### src/rtl/ahb_pkg.sv
// rtl/ahb_pkg.sv - shared AHB-Lite encodings used by the AHB master and slave
package ahb_pkg;

    typedef enum logic [1:0] {
        HTRANS_IDLE   = 2'b00,
        HTRANS_BUSY   = 2'b01,
        HTRANS_NONSEQ = 2'b10,
        HTRANS_SEQ    = 2'b11
    } htrans_e;

    typedef enum logic [2:0] {
        HBURST_SINGLE = 3'b000,
        HBURST_INCR4  = 3'b011
    } hburst_e;

    typedef enum logic [2:0] {
        HSIZE_BYTE = 3'b000,
        HSIZE_HALF = 3'b001,
        HSIZE_WORD = 3'b010
    } hsize_e;

    typedef enum logic [1:0] {
        HRESP_OKAY  = 2'b00,
        HRESP_ERROR = 2'b01
    } hresp_e;

    typedef enum logic [1:0] {
        MST_IDLE  = 2'b00,
        MST_ADDR  = 2'b01,
        MST_BURST = 2'b10,
        MST_LAST  = 2'b11
    } mst_state_e;

endpackage

### src/rtl/ahb_master.sv
// rtl/ahb_master.sv - AHB-Lite master issuing SINGLE or INCR4 word transfers from a command port
module ahb_master
    import ahb_pkg::*;
#(
    parameter int ADDR_WIDTH = 8,
    parameter int DATA_WIDTH = 32
) (
    input  logic                  HCLK,
    input  logic                  HRESETn,
    input  logic                  cmd_valid,
    output logic                  cmd_ready,
    input  logic                  cmd_write,
    input  logic                  cmd_burst,
    input  logic [ADDR_WIDTH-1:0] cmd_addr,
    input  logic [DATA_WIDTH-1:0] wdata,
    output logic                  wdata_ack,
    output logic [DATA_WIDTH-1:0] rdata,
    output logic                  rdata_valid,
    output logic                  done,
    output logic                  err,
    output logic [ADDR_WIDTH-1:0] HADDR,
    output logic                  HWRITE,
    output logic [1:0]            HTRANS,
    output logic [2:0]            HSIZE,
    output logic [2:0]            HBURST,
    output logic [DATA_WIDTH-1:0] HWDATA,
    input  logic [DATA_WIDTH-1:0] HRDATA,
    input  logic                  HREADY,
    input  logic [1:0]            HRESP
);

    localparam logic [ADDR_WIDTH-1:0] ADDR_ALIGN = {{(ADDR_WIDTH-2){1'b1}}, 2'b00};
    localparam logic [ADDR_WIDTH-1:0] ADDR_STEP  = ADDR_WIDTH'(4);

    mst_state_e            state_q, state_d;
    logic [ADDR_WIDTH-1:0] addr_q, addr_d;
    logic                  write_q, write_d;
    logic                  burst_q, burst_d;
    logic [1:0]            beat_q, beat_d;
    logic [DATA_WIDTH-1:0] rdata_q, rdata_d;
    logic                  rvalid_q, rvalid_d;
    logic                  done_q, done_d;
    logic                  err_q, err_d;
    logic                  data_phase, beat_ok, beat_err;

    // Every BURST/LAST cycle carries the data phase of an already-issued beat.
    always_comb begin
        data_phase = (state_q == MST_BURST) || (state_q == MST_LAST);
        beat_err   = data_phase && HREADY && (HRESP == HRESP_ERROR);
        beat_ok    = data_phase && HREADY && (HRESP != HRESP_ERROR);
    end

    always_comb begin
        state_d  = state_q;
        addr_d   = addr_q;
        write_d  = write_q;
        burst_d  = burst_q;
        beat_d   = beat_q;
        done_d   = 1'b0;
        err_d    = 1'b0;
        rvalid_d = beat_ok && !write_q;
        rdata_d  = rvalid_d ? HRDATA : rdata_q;
        unique case (state_q)
            MST_IDLE: begin
                if (cmd_valid) begin
                    state_d = MST_ADDR;
                    addr_d  = cmd_addr & ADDR_ALIGN;
                    write_d = cmd_write;
                    burst_d = cmd_burst;
                    beat_d  = 2'd0;
                end
            end
            MST_ADDR: begin
                if (HREADY) begin
                    if (burst_q) begin
                        state_d = MST_BURST;
                        addr_d  = addr_q + ADDR_STEP;
                        beat_d  = 2'd1;
                    end else begin
                        state_d = MST_LAST;
                    end
                end
            end
            MST_BURST: begin
                if (beat_err) begin
                    state_d = MST_IDLE;
                    done_d  = 1'b1;
                    err_d   = 1'b1;
                end else if (HREADY) begin
                    if (beat_q == 2'd3) begin
                        state_d = MST_LAST;
                    end else begin
                        addr_d = addr_q + ADDR_STEP;
                        beat_d = beat_q + 2'd1;
                    end
                end
            end
            MST_LAST: begin
                if (HREADY) begin
                    state_d = MST_IDLE;
                    done_d  = 1'b1;
                    err_d   = beat_err;
                end
            end
            default: state_d = MST_IDLE;
        endcase
    end

    always_ff @(posedge HCLK or negedge HRESETn) begin
        if (!HRESETn) begin
            state_q  <= MST_IDLE;
            addr_q   <= '0;
            write_q  <= 1'b0;
            burst_q  <= 1'b0;
            beat_q   <= 2'd0;
            rdata_q  <= '0;
            rvalid_q <= 1'b0;
            done_q   <= 1'b0;
            err_q    <= 1'b0;
        end else begin
            state_q  <= state_d;
            addr_q   <= addr_d;
            write_q  <= write_d;
            burst_q  <= burst_d;
            beat_q   <= beat_d;
            rdata_q  <= rdata_d;
            rvalid_q <= rvalid_d;
            done_q   <= done_d;
            err_q    <= err_d;
        end
    end

    assign cmd_ready   = (state_q == MST_IDLE);
    assign HTRANS      = (state_q == MST_ADDR)  ? HTRANS_NONSEQ :
                         (state_q == MST_BURST) ? HTRANS_SEQ : HTRANS_IDLE;
    assign HADDR       = addr_q;
    assign HWRITE      = write_q;
    assign HSIZE       = HSIZE_WORD;
    assign HBURST      = burst_q ? HBURST_INCR4 : HBURST_SINGLE;
    assign HWDATA      = (data_phase && write_q) ? wdata : '0;
    assign wdata_ack   = beat_ok && write_q;
    assign rdata       = rdata_q;
    assign rdata_valid = rvalid_q;
    assign done        = done_q;
    assign err         = err_q;

endmodule
### config.mk
export PLATFORM = sky130hd
export DESIGN_NAME = ahb_master
export DESIGN_NICKNAME = d
export VERILOG_FILES = /design/src/rtl/ahb_pkg.sv /design/src/rtl/ahb_master.sv
export SDC_FILE = /design/constraint.sdc
export NUM_CORES = 1
export LEC_CHECK = 0
export ABC_AREA = 1
export BUFFER_PORTS_ARGS = -buffer_cell sky130_fd_sc_hd__buf_4
export CORE_ASPECT_RATIO = 1.2
export CORE_MARGIN = 5
export CORE_UTILIZATION = 23
export CTS_CLUSTER_SIZE = 24
export DETAILED_ROUTE_END_ITERATION = 16
export GPL_TIMING_DRIVEN = 0
export SKIP_CTS_REPAIR_TIMING = 1
export SLEW_MARGIN = 40
export SYNTH_ARGS = -nofsm -noshare
export SYNTH_HDL_FRONTEND = slang
export SYNTH_SLANG_ARGS = --single-unit
export TNS_END_PERCENT = 50
### constraint.sdc
create_clock -name HCLK -period 4.45 [get_ports HCLK]
set_input_delay 0.445 -clock HCLK [delete_from_list [all_inputs] [get_ports HCLK]]
set_output_delay 0.445 -clock HCLK [all_outputs]
set_load 0.02 [all_outputs]
# Word level (Yosys, flattened, before mapping)
# Cells that the tools add are included.
[totals] word_cells=70 in_bits=80 regBits=49 output_inout_bits=86
[op_classes] n_addsub=2 reduce_logical=13 n_eq_ne=15 n_mux=31
[op_table] cell="$mux 8" count=6
[op_table] cell="$mux 32" count=1
[op_table] cell="$mux 2" count=15
[op_table] cell="$pmux 8 s3" count=1
[op_table] cell="$ne 2x2->1 const B" count=7
[op_table] cell="$add 8x3->8 const B" count=1
[op_table] cell="$pmux 2 s4" count=1
[op_table] cell="$reduce_and 7->1" count=1
[op_table] cell="$eq 2x2->1 const B" count=3
[op_table] cell="$logic_and 1x1->1" count=6
[op_table] cell="$pmux 2 s3" count=1
[op_table] cell="$reduce_and 5->1" count=1
[op_table] cell="$eq 2x1->1 const B" count=2
[op_table] cell="$mux 1" count=4
[op_table] cell="$pmux 1 s2" count=2
[op_table] cell="$ne 3x2->1 const B" count=1
[op_table] cell="$ne 3x3->1 const B" count=1
[op_table] cell="$reduce_bool 3->1" count=1
[op_table] cell="$add 2x1->2 const B" count=1
[op_table] cell="$logic_not 2->1" count=1
[op_table] cell="$ne 2x1->1 const B" count=1
[op_table] cell="$reduce_and 2->1" count=1
[op_table] cell="$logic_not 1->1" count=1
[op_table] cell="$logic_or 1x1->1" count=1

# Depth between registers and ports, before layout
[depth] word_depth=6 ltp_mapped=10 ltp_nobuf=10

# Worst setup path before layout
# OpenSTA, ideal clock, no wires.
[synth_path] path_type="register -> output" start="register state_q[0]" end="output HWDATA[0]" stages_incl_launch_ff=8 path_buffers=1 path_slack_ps=2424 arrival_ps=1581 t_required_ps=4005 cell_sequence="dfrtp_1 > inv_1 > ha_1 > nor2_2 > inv_1 > nand2_1 > buf_2 > nor2_1"
[synth_via] elab_chain_cells=4 word_cells_on_any_way=5 classes_between="eq/ne (2); mux (1); reduce/logical (2)"
[synth_rtl] element="start: declaration" line="ahb_master.sv:35" rtl="mst_state_e state_q, state_d;"
[synth_rtl] element="start signal: assignment" line="ahb_master.sv:121" rtl="state_q <= state_d;"
[synth_rtl] element="$eq 2x2->1" line="ahb_master.sv:48" rtl="data_phase = (state_q == MST_BURST) || (state_q == MST_LAST);"
[synth_rtl] element="$logic_or 1x1->1 *" line="ahb_master.sv:48"
[synth_rtl] element="$logic_and 1x1->1 *" line="ahb_master.sv:140" rtl="assign HWDATA = (data_phase && write_q) ? wdata : '0;"
[synth_rtl] element="$mux 32 *" line="ahb_master.sv:140"
[synth_rtl] element="end: declaration" line="ahb_master.sv:26" rtl="output logic [DATA_WIDTH-1:0] HWDATA,"
# Mark *: on every way between the ends. The rest lies on a longest branch, timed or not.

# Worst setup path in the final report
[layout_path] start="register state_q[0]" end="output HWDATA[10]"
# The elaborated chain is that of the path after synthesis.

==> impl_metrics.py <==
metrics = {
    "routing": {
        "ant_nets": 0,
        "first_pass_iters": 4,
        "via_per_inst": 4.15,
        "wirelength_um": 7920,
        "drtIter0Drc": 92,
        "vias": 2688,
        "wl_per_cell_um": 12.2,
        "drc": 0,
    },
    "die": {
        "die_w_um": 105,
        "core-area_sq_um": 10600,
        "num_rows": 41,
        "start_util_pct": 23.6,
        "ioPinCount": 166,
        "die_area_sq_um": 13000,
        "fp.dieH_um": 124,
    },
    "placed_design": {
        "routabilityCongestion": 0.815,
        "placed_area_sq_um": 3850,
        "port-buffer-count": 157,
        "dp_cells": 639,
        "dp_hpwl_um": 6420,
    },
    "final_layout": {
        "n_fill_cell": 1092,
        "synthToLayoutAreaGrowth_pct": 60.4,
        "multiInputGateArea_sq_um": 998,
        "fin_cells": 647,
        "stdcell_area_sq_um": 4000,
        "num_antenna_cells": 0,
        "final_layout_size_suffix_gt1_share_pct": 36.7,
        "seq_area_sq_um": 1180,
        "fin_nets": 604,
    },
    "sta": {
        "min_period_ns": 2.48,
        "worstMarginPinSlew_ns": 0.625,
        "hold_viol": 0,
        "final-max-slew-violation-count": 0,
        "finalSetupViolCount": 0,
        "slew_headroom_pct": 58.3,
        "setup_tns_ns": 0,
        "rsz0062_at_grt": "no",
        "fmax_ghz": 0.403,
        "finalClockSkew_ns": 0.00566,
        "timing.final.crit_share_pct": 55.7,
    },
    "worst_setup_path": {
        "worstPathRequired_ns": 4.01,
        "cp-start-kind": "register",
        "slowest_stage": "dfrtp_1",
        "cp_max_fo": 10,
        "critPathKind": "reg -> out",
        "cpMostUsedCell": "inv_1",
        "critPathTopFamily": "buffers and inverters",
        "crit_path_end_kind": "output pin",
        "critPathBufInv": 4,
        "r2r_setup_slack_ns": 2.67,
        "critPathArrivalTime_ns": 2.03,
        "crit_path_cell_trace": "inv_1 > ha_1 > nor2_2 > inv_1 > nand2_1 > buf_2 > nor2_1 > buf_4",
        "cp_slowest_stage_delay_ns": 0.45,
    },
    "synth": {
        "ys_seq_area_share_pct": 47.1,
        "synth_edf_count": 0,
        "synth.distinct_cells": 21,
        "yosys_warnings": 0,
        "postSynth.asyncResetShare_pct": 100,
        "synth_area_per_cell_sq_um": 7.15,
        "synth-main-ff-cell": "dfrtp_1",
        "syn_area_sq_um": 2500,
        "ys_ff_latch": 47,
        "synth_cells": 349,
    },
    "power": {
        "p_leak_nw": 2.44,
        "ir_worst_vdd_uv": 205,
        "power.density_nw_per_um2": 659,
    },
    "clock_tree": {
        "clkLatencyLatePin_ns": 0.29,
        "htreeDepth": 2,
        "cts_tree": "built",
        "cts_buffers": 5,
        "clk_path_buf_depth": 2,
        "path_clk_slew_ns": 0.06,
        "clock_sinks": 47,
        "clockRootBuffer": "clkbuf_16",
    },
    "global_routing": {
        "grt.overflow.total": 0,
        "antenna_found_initial": 0,
        "track_usage_pct": 11.6,
        "grt_max_degree": 48,
        "grt_pass1_vias": 2467,
        "grt_pass1_wl_um": 12200,
    },
    "outcome": {
        "status": "complete, no violations",
    },
    "hold_path": {
        "min_path_type": "in -> async",
    },
    "job": {
        "drv_cap": 0,
    },
}
[layout by cell type, fill, tap and decap left out]
| cell type | instances |
|---|---|
| clkbuf_8 | 1 |
| buf_6 | 3 |
| clkinv_2 | 1 |
| clkbuf_16 | 5 |
| buf_2 | 7 |
| inv_2 | 1 |
| nor2_2 | 1 |
| nor2_4 | 1 |
| conb_1 | 6 |
| buf_4 | 166 |
| o21ai_0 | 3 |
| inv_1 | 51 |
| a21oi_1 | 4 |
| or2_2 | 2 |
| nand4_1 | 4 |
| nand2_1 | 154 |
| a31oi_1 | 1 |
| nand3_1 | 10 |
| dfrtp_1 | 47 |
| clkbuf_1 | 1 |
| o21ai_1 | 3 |
| nand3_2 | 1 |
| nor2_1 | 37 |
| ha_1 | 7 |
| clkinv_4 | 1 |
[state kept, by name, summed over array words and instances, names as in the netlist]
register,flops
err,1
done,1
burst_q,1
HWRITE,1
rdata_valid,1
beat_q,2
rdata,32
HADDR,6
state_q,2
[report_power, final]
group,switching (mW),total [mW],internal (mW)
clock,0.158,0.382,0.225
combinational,0.892,1.52,0.623
sequential,0.130,0.740,0.611
[routing by layer]
layer / GRT usage (%) / up-vias / part of all wire (%)
li1: - / 1344 / -
met1: 13.3 / 1214 / 38
met2: 20.5 / 125 / 51
met3: 3.73 / 5 / 10
met4: 4.08 / 0 / 1.5
met5: 0 / - / 0
[stage by stage]
step / hold WS [ns] / utilization, % / setup slack, ns / total power, mW
2_1_floorplan: 0.149 / - / 2.42 / 1.64
3_3_place_gp: 0.466 / 36.4 / 2.29 / 2.27
3_5_place_dp: 0.467 / 36.4 / 2.24 / 2.29
4_1_cts: 0.201 / 37.9 / 1.93 / 2.69
5_1_grt: 0.227 / 37.9 / 1.80 / 2.86
6_report: 0.168 / 37.9 / 1.97 / 2.64
[final timing paths]
path                                        start                    end  depth (start not counted)
max in group asynchronous                 HRESETn  rdata[30]$_DFFE_PN0P_                          1
max reg2reg                state_q[0]$_DFFE_PN0P_  rdata[21]$_DFFE_PN0P_                          9
min reg2reg                 rdata[25]$_DFFE_PN0P_  rdata[25]$_DFFE_PN0P_                          2
min                                       HRESETn   HADDR[3]$_DFFE_PN0P_                          1
max                        state_q[0]$_DFFE_PN0P_             HWDATA[10]                          8
min in group HCLK                      HRDATA[20]  rdata[20]$_DFFE_PN0P_                          3
[worst register-to-register path, stage by stage (launching register included)]
cell	delay (ns)
dfrtp_1	0.45
inv_1	0.10
ha_1	0.29
nor2_2	0.20
nor2_4	0.05
nand3_2	0.14
clkinv_2	0.16
buf_6	0.17
nand2_1	0.07
nand2_1	0.04
[cell type report]
type	instances	share of cell area (%)
repair buffers	157	29.4
clock inverters	1	0.219
clock buffers	7	3.56
multi-input cells	234	24.9
plain buffers	19	3.41
flip-flops and latches	47	29.4
well taps	129	4.03
inverters	53	5.00
[Yosys cell counts (3+ instances only)]
master | n | area, sq um
a21oi_1 | 4 | 20.0
buf_2 | 7 | 35.0
buf_4 | 9 | 67.6
buf_6 | 3 | 33.8
dfrtp_1 | 47 | 1180
ha_1 | 7 | 87.6
inv_1 | 51 | 191
nand2_1 | 154 | 578
nand3_1 | 10 | 50.1
nand4_1 | 4 | 25.0
nor2_1 | 37 | 139
o21ai_0 | 3 | 15.0
o21ai_1 | 3 | 15.0
[kinds of logic after synthesis]
group                    share of synthesized area [%]
AO/OA/AOI/OAI                                     2.26
adder cells (fa/ha/maj)                           3.51
buffers and inverters                             13.5
flip-flops                                        47.1
other                                            0.301
AND/OR/NAND/NOR                                   33.3
(Power assumes the default switching activity.)
